## src/rtl/seq_alu_pkg.sv

```systemverilog
// Shared opcode constants, iterative-unit modes and FSM state encoding for seq_alu.
package seq_alu_pkg;

    localparam logic [2:0] OC_ADD = 3'b000;
    localparam logic [2:0] OC_SUB = 3'b001;
    localparam logic [2:0] OC_MUL = 3'b010;
    localparam logic [2:0] OC_DIV = 3'b011;
    localparam logic [2:0] OC_NOT = 3'b100;
    localparam logic [2:0] OC_XOR = 3'b101;
    localparam logic [2:0] OC_OR  = 3'b110;
    localparam logic [2:0] OC_AND = 3'b111;

    // Mode of the iterative unit
    localparam logic MODE_MUL = 1'b0;
    localparam logic MODE_DIV = 1'b1;

    typedef enum logic [1:0] {
        IDLE = 2'b00,
        RUN  = 2'b01,
        DONE = 2'b10
    } state_t;

endpackage

```

## src/rtl/seq_alu_muldiv.sv

```systemverilog
// Iterative unsigned datapath: shift-add multiply or restoring divide, one bit per step.
// After WIDTH steps {hi, lo} holds the full product (MUL) or remainder/quotient (DIV).
module seq_alu_muldiv
    import seq_alu_pkg::*;
#(
    parameter int WIDTH = 8
) (
    input  logic             clk,
    input  logic             rst,
    input  logic [WIDTH-1:0] a,
    input  logic [WIDTH-1:0] b,
    input  logic             mode,
    input  logic             load,
    input  logic             step,
    output logic [WIDTH-1:0] lo,
    output logic [WIDTH-1:0] hi,
    output logic             count_zero
);

    localparam int CW = $clog2(WIDTH + 1);

    logic [CW-1:0]    cnt_q;
    logic [WIDTH-1:0] lo_q;
    logic [WIDTH-1:0] hi_q;
    logic [WIDTH-1:0] opb_q;
    logic             mode_q;

    logic [WIDTH:0]   mul_sum;
    logic [WIDTH:0]   div_t;
    logic             div_ge;
    logic [WIDTH-1:0] div_r;
    logic [WIDTH-1:0] lo_nx;
    logic [WIDTH-1:0] hi_nx;

    // Asserted while the step in progress is the one that brings the counter to zero,
    // so the controller can leave RUN on the same edge as the final step.
    assign count_zero = (cnt_q == CW'(1));

    assign lo = lo_q;
    assign hi = hi_q;

    // One iteration of either algorithm, selected by the latched mode
    always_comb begin
        mul_sum = {1'b0, hi_q} + (lo_q[0] ? {1'b0, opb_q} : '0);
        div_t   = {hi_q, lo_q[WIDTH-1]};
        div_ge  = (div_t >= {1'b0, opb_q});
        // Difference fits in WIDTH bits whenever it is taken (partial remainder < divisor)
        div_r   = div_ge ? (div_t[WIDTH-1:0] - opb_q) : div_t[WIDTH-1:0];
        lo_nx   = lo_q;
        hi_nx   = hi_q;
        if (mode_q == MODE_DIV) begin
            hi_nx = div_r;
            lo_nx = {lo_q[WIDTH-2:0], div_ge};
        end else begin
            hi_nx = mul_sum[WIDTH:1];
            lo_nx = {mul_sum[0], lo_q[WIDTH-1:1]};
        end
    end

    // Iteration counter: loaded with WIDTH, counts steps down to zero
    always_ff @(posedge clk or posedge rst) begin
        if (rst) begin
            cnt_q <= '0;
        end else if (load) begin
            cnt_q <= CW'(WIDTH);
        end else if (step && (cnt_q != '0)) begin
            cnt_q <= cnt_q - CW'(1);
        end
    end

    // Partial product / remainder registers; lo starts as multiplier or dividend
    always_ff @(posedge clk) begin
        if (load) begin
            lo_q   <= a;
            hi_q   <= '0;
            opb_q  <= b;
            mode_q <= mode;
        end else if (step) begin
            lo_q   <= lo_nx;
            hi_q   <= hi_nx;
        end
    end

endmodule

```

## src/rtl/seq_alu.sv

```systemverilog
// Sequential ALU: single-cycle logic/add/sub plus iterative MUL/DIV, with result flags.
// All outputs come from registers; f/f_hi select between the single-cycle result
// registers and the iterative unit's registers depending on the last accepted op.
module seq_alu
    import seq_alu_pkg::*;
#(
    parameter int WIDTH = 8
) (
    input  logic             clk,
    input  logic             rst,
    input  logic             start,
    input  logic [2:0]       oc,
    input  logic [WIDTH-1:0] a,
    input  logic [WIDTH-1:0] b,
    output logic             busy,
    output logic             done,
    output logic [WIDTH-1:0] f,
    output logic [WIDTH-1:0] f_hi,
    output logic             zero,
    output logic             carry,
    output logic             dbz
);

    state_t state, state_nx;

    logic             accept;
    logic             multi;
    logic             load;
    logic             step;
    logic             count_zero;
    logic [WIDTH-1:0] md_lo;
    logic [WIDTH-1:0] md_hi;

    logic [WIDTH-1:0] sc_f;
    logic [WIDTH-1:0] sc_hi;
    logic             sc_carry;
    logic             sc_dbz;

    logic [WIDTH-1:0] f_r;
    logic [WIDTH-1:0] hi_r;
    logic             carry_r;
    logic             dbz_r;
    logic             use_md;

    assign accept = start && (state != RUN);
    // DIV by zero is resolved in one cycle and never enters RUN
    assign multi  = (oc == OC_MUL) || ((oc == OC_DIV) && (b != '0));

    seq_alu_muldiv #(.WIDTH(WIDTH)) u_muldiv (
        .clk        (clk),
        .rst        (rst),
        .a          (a),
        .b          (b),
        .mode       (oc == OC_DIV),
        .load       (load),
        .step       (step),
        .lo         (md_lo),
        .hi         (md_hi),
        .count_zero (count_zero)
    );

    // State register
    always_ff @(posedge clk or posedge rst) begin
        if (rst) begin
            state <= IDLE;
        end else begin
            state <= state_nx;
        end
    end

    // Next state and iterative-unit control; DONE accepts start just like IDLE
    always_comb begin
        state_nx = state;
        load     = 1'b0;
        step     = 1'b0;
        case (state)
            IDLE, DONE: begin
                if (start) begin
                    if (multi) begin
                        state_nx = RUN;
                        load     = 1'b1;
                    end else begin
                        state_nx = DONE;
                    end
                end else begin
                    state_nx = IDLE;
                end
            end
            RUN: begin
                step = 1'b1;
                if (count_zero) begin
                    state_nx = DONE;
                end
            end
            default: state_nx = IDLE;
        endcase
    end

    // Single-cycle results, truncated to WIDTH; carry doubles as SUB borrow
    always_comb begin
        sc_f     = '0;
        sc_hi    = '0;
        sc_carry = 1'b0;
        sc_dbz   = 1'b0;
        case (oc)
            OC_ADD: {sc_carry, sc_f} = {1'b0, a} + {1'b0, b};
            OC_SUB: {sc_carry, sc_f} = {1'b0, a} - {1'b0, b};
            OC_NOT: sc_f = ~a;
            OC_XOR: sc_f = a ^ b;
            OC_OR:  sc_f = a | b;
            OC_AND: sc_f = a & b;
            OC_DIV: begin
                sc_f   = '1;
                sc_hi  = a;
                sc_dbz = 1'b1;
            end
            default: ;
        endcase
    end

    // Result and flag registers, updated only on an accepted start
    always_ff @(posedge clk or posedge rst) begin
        if (rst) begin
            f_r     <= '0;
            hi_r    <= '0;
            carry_r <= 1'b0;
            dbz_r   <= 1'b0;
            use_md  <= 1'b0;
        end else if (accept) begin
            if (multi) begin
                use_md  <= 1'b1;
                carry_r <= 1'b0;
                dbz_r   <= 1'b0;
            end else begin
                use_md  <= 1'b0;
                f_r     <= sc_f;
                hi_r    <= sc_hi;
                carry_r <= sc_carry;
                dbz_r   <= sc_dbz;
            end
        end
    end

    assign busy  = (state == RUN);
    assign done  = (state == DONE);
    assign f     = use_md ? md_lo : f_r;
    assign f_hi  = use_md ? md_hi : hi_r;
    assign zero  = (f == '0);
    assign carry = carry_r;
    assign dbz   = dbz_r;

endmodule

```

## config.mk

```make
export PLATFORM = sky130hd
export DESIGN_NAME = seq_alu
export DESIGN_NICKNAME = d
export VERILOG_FILES = /design/src/rtl/seq_alu_pkg.sv /design/src/rtl/seq_alu_muldiv.sv /design/src/rtl/seq_alu.sv
export SDC_FILE = /design/constraint.sdc
export NUM_CORES = 1
export LEC_CHECK = 0
export BUFFER_PORTS_ARGS = -buffer_cell sky130_fd_sc_hd__buf_2
export CAP_MARGIN = 20
export CORE_ASPECT_RATIO = 0.8
export CORE_UTILIZATION = 65
export DETAILED_ROUTE_END_ITERATION = 8
export PLACE_DENSITY = 0.86
export SLEW_MARGIN = 40
export SYNTH_ARGS = -nofsm -noshare
export SYNTH_HDL_FRONTEND = slang
export SYNTH_SLANG_ARGS = --single-unit
```

## constraint.sdc

```tcl
create_clock -name clk -period 5.6 [get_ports clk]
set_clock_uncertainty 0.05 [all_clocks]
set_input_delay 0.84 -clock clk [delete_from_list [all_inputs] [get_ports clk]]
set_output_delay 0.84 -clock clk [all_outputs]
set_load 0.05 [all_outputs]
```

==> results.yml <==
sta:
  fin_tns_setup_ps: 0
  relSlewSlack: 0.5149
  rsz0062_at_grt: "false"
  tightest_slew_ps: 723.7
  finalWorstSetupSlack_ps: 2468
  post-route-min-period_ps: 3132
  hold_viol: 0
  clock.fmax_mhz: 319.3
  finalSetupViolations: 0
  finalMaxSlewViolations: 0
  min_period_over_period: 0.5593
place:
  dp_slack_ps: 2458
  io_buffers: 42
  place_hpwl_um: 9088
  gp_congestion: 0.9907
  post-place-cells: 619
detailed_routing:
  dr.pass1.iters: 5
  via_per_inst: 6.606
  dr_total_vias: 4142
  drt_iter0_drc: 521
  drcViolationCount: 0
  wl_per_cell_um: 18.99
  finalWirelength_um: 11910
  final_antenna_net_count: 0
logic_synthesis:
  synth_edf_count: 17
  ys_seq_area_frac: 0.2935
  yosys.area.top_type: "dfrtp_1"
  ys_warn_count: 0
  synth_fp_nets: 584
  synthArstFlopShare: 0.5000
  yosys-top-cells-area: "dfrtp_1 14%, ha_1 12%, edfxtp_1 12%, mux2_2 4.6%, nand2_1 4.6%"
  avgSynthCellArea_um2: 8.576
  syn_area_um2: 4417
  synth_cell_types: 68
  synthFlopType: "dfrtp_1"
  synthCells: 515
  synth_top_cell_area_share: 0.1416
  ys_seq_elements: 50
setup_path:
  worst-endpoint-arrival_ps: 2240
  critical_path.max_stage_delay_ps: 820
  critPathLaunch: "use_md$_DFFE_PP0P_"
  path_cells: "mux2_2 > nor4_1 > and2_1 > buf_2"
  cp-start-kind: "register"
  path_class: "reg -> out"
  critPathCaptureType: "primary output"
  critPathSlowestCell: "dfrtp_1"
  cp_max_fo: 17
  worstReg2RegStart: "u_muldiv.lo[0]$_DFFE_PP_"
  required_ps: 4710
clocking:
  h-tree-depth: 2
  cts-resized-gates: 0
  clk_pin_slew_ps: 100
  cts_buffers: 5
  cts-hold-fix-buffers: 0
  clockRootBuffer: "clkbuf_8"
  clk_path_buf_depth: 2
  cts_num_sinks: 50
  postCtsSetupBuffers: 0
  clk_latency_ps: 310
  cts_tree: "yes"
global_route:
  grt_busiest_layer: "met1"
  antenna_found_initial: 0
  use_met2: 0.5113
  overflow: 0
  grt_max_degree: 32
  use_met3: 0.06287
  grt_pass1_wl_um: 18670
  met1_usage: 0.5263
  grt_usage: 0.3477
  grt_pass1_vias: 3645
floorplanning:
  core_region_area_um2: 6474
  initial_utilization: 0.6823
  rows: 26
  die_w_um: 94.16
  io_pins: 43
  die_h_um: 75.73
  die_area_um2: 7131
hold_path:
  hp-class: "reg -> reg"
  min-delay-start: "hi_r[4]$_DFFE_PP0P_"
layout:
  most-common-layout-cells: "54 x nand2_1, 43 x ha_1, 42 x buf_2"
  syn_to_final_growth_pct: 6.856
  fin_util: 0.7290
  stdcell_count: 627
  diodes: 0
  final_nets: 611
  drive_gt1_frac: 0.1621
  final_common_cell: "nand2_1"
pwr:
  p_per_area_nw_per_um2: 394.7
  ir_drop_uv: 274.5
  p_leak_nw: 2.147
job:
  maxCapViolCount: 0
outcome:
  status: "complete, no violations"
==> metrics by stage <==
stage               hold slack (ps)  area [µm²]  total power, W
floorplan                     384.8        4417        0.001401
global placement              398.3        4623        0.001590
detailed placement            403.8        4629        0.001630
CTS                           424.2        4715        0.001843
global route                  454.8        4720        0.001985
finish                        424.3        4720        0.001863
==> per-layer routing <==
| metal | vias up | wire length [µm] | share of wire |
|---|---|---|---|
| met1 | 1971 | 5308 | 0.45 |
| met2 | 252 | 5212 | 0.44 |
| li1 | 1901 | - | - |
| met5 | - | 0 | 0 |
| met4 | 0 | 140 | 0.012 |
| met3 | 18 | 1245 | 0.10 |
==> path summary, 6_finish.rpt <==
path	to	slack [ps]	cells after the start
worst max-delay path	zero	2470	4
worst min-delay path	hi_r[4]$_DFFE_PP0P_	420	2
worst max register to register	u_muldiv.hi[5]$_SDFFE_PP0P_	2810	9
worst min register to register	hi_r[4]$_DFFE_PP0P_	420	2
max in group asynchronous	use_md$_DFFE_PP0P_	4630	2
min in group asynchronous	carry$_DFFE_PP0P_	510	2
==> flip-flops by register name (all words and copies together) (netlist names), 2 cells and up <==
| signal | flops |
|---|---|
| u_muldiv.opb_q | 8 |
| u_muldiv.cnt_q | 4 |
| state | 2 |
| f_r | 8 |
| hi_r | 8 |
| u_muldiv.hi | 8 |
| u_muldiv.lo | 8 |
==> Yosys cell counts, drive strengths merged (12+ instances only) <==
master / count
nor2: 32
mux2: 19
nand3: 16
ha: 43
dfrtp: 25
o21ai: 41
a21oi: 25
nor3: 13
inv: 43
edfxtp: 17
nand2: 54
mux2i: 15
a211oi: 12
==> layout make-up <==
class / count / area (µm²)
multi-input cells: 399 / 2858
flip-flops and latches: 50 / 1296
repair buffers: 42 / 210.2
well taps: 84 / 105.1
clock buffers: 5 / 68.82
fillers: 497 / 1754
clock inverters: 3 / 16.27
inverters: 44 / 165.2
==> logic make-up (layout without fill, tap and decap cells) <==
| group | Yosys count | after routing | share of synthesized area |
|---|---|---|---|
| compound gates | 137 | 137 | 0.2037 |
| xor+xnor | 12 | 12 | 0.02380 |
| fa+ha+maj | 47 | 47 | 0.1399 |
| buf+inv | 66 | 94 | 0.06204 |
| flops | 50 | 50 | 0.2935 |
| mux | 34 | 34 | 0.08328 |
| simple gates | 169 | 169 | 0.1938 |
==> critical path, delay by kind of cell (launching register included) <==
family | cells | cell delay [ps]
muxes | 1 | 450
buffers and inverters | 1 | 250
and+or+nand+nor | 2 | 410
DFF | 1 | 820
==> report_power, final <==
group	switching, W	internal, W
registers	0.000108	0.000479
logic	0.000649	0.000413
clock network	0.000128	0.0000859
(Power assumes the default switching activity.)
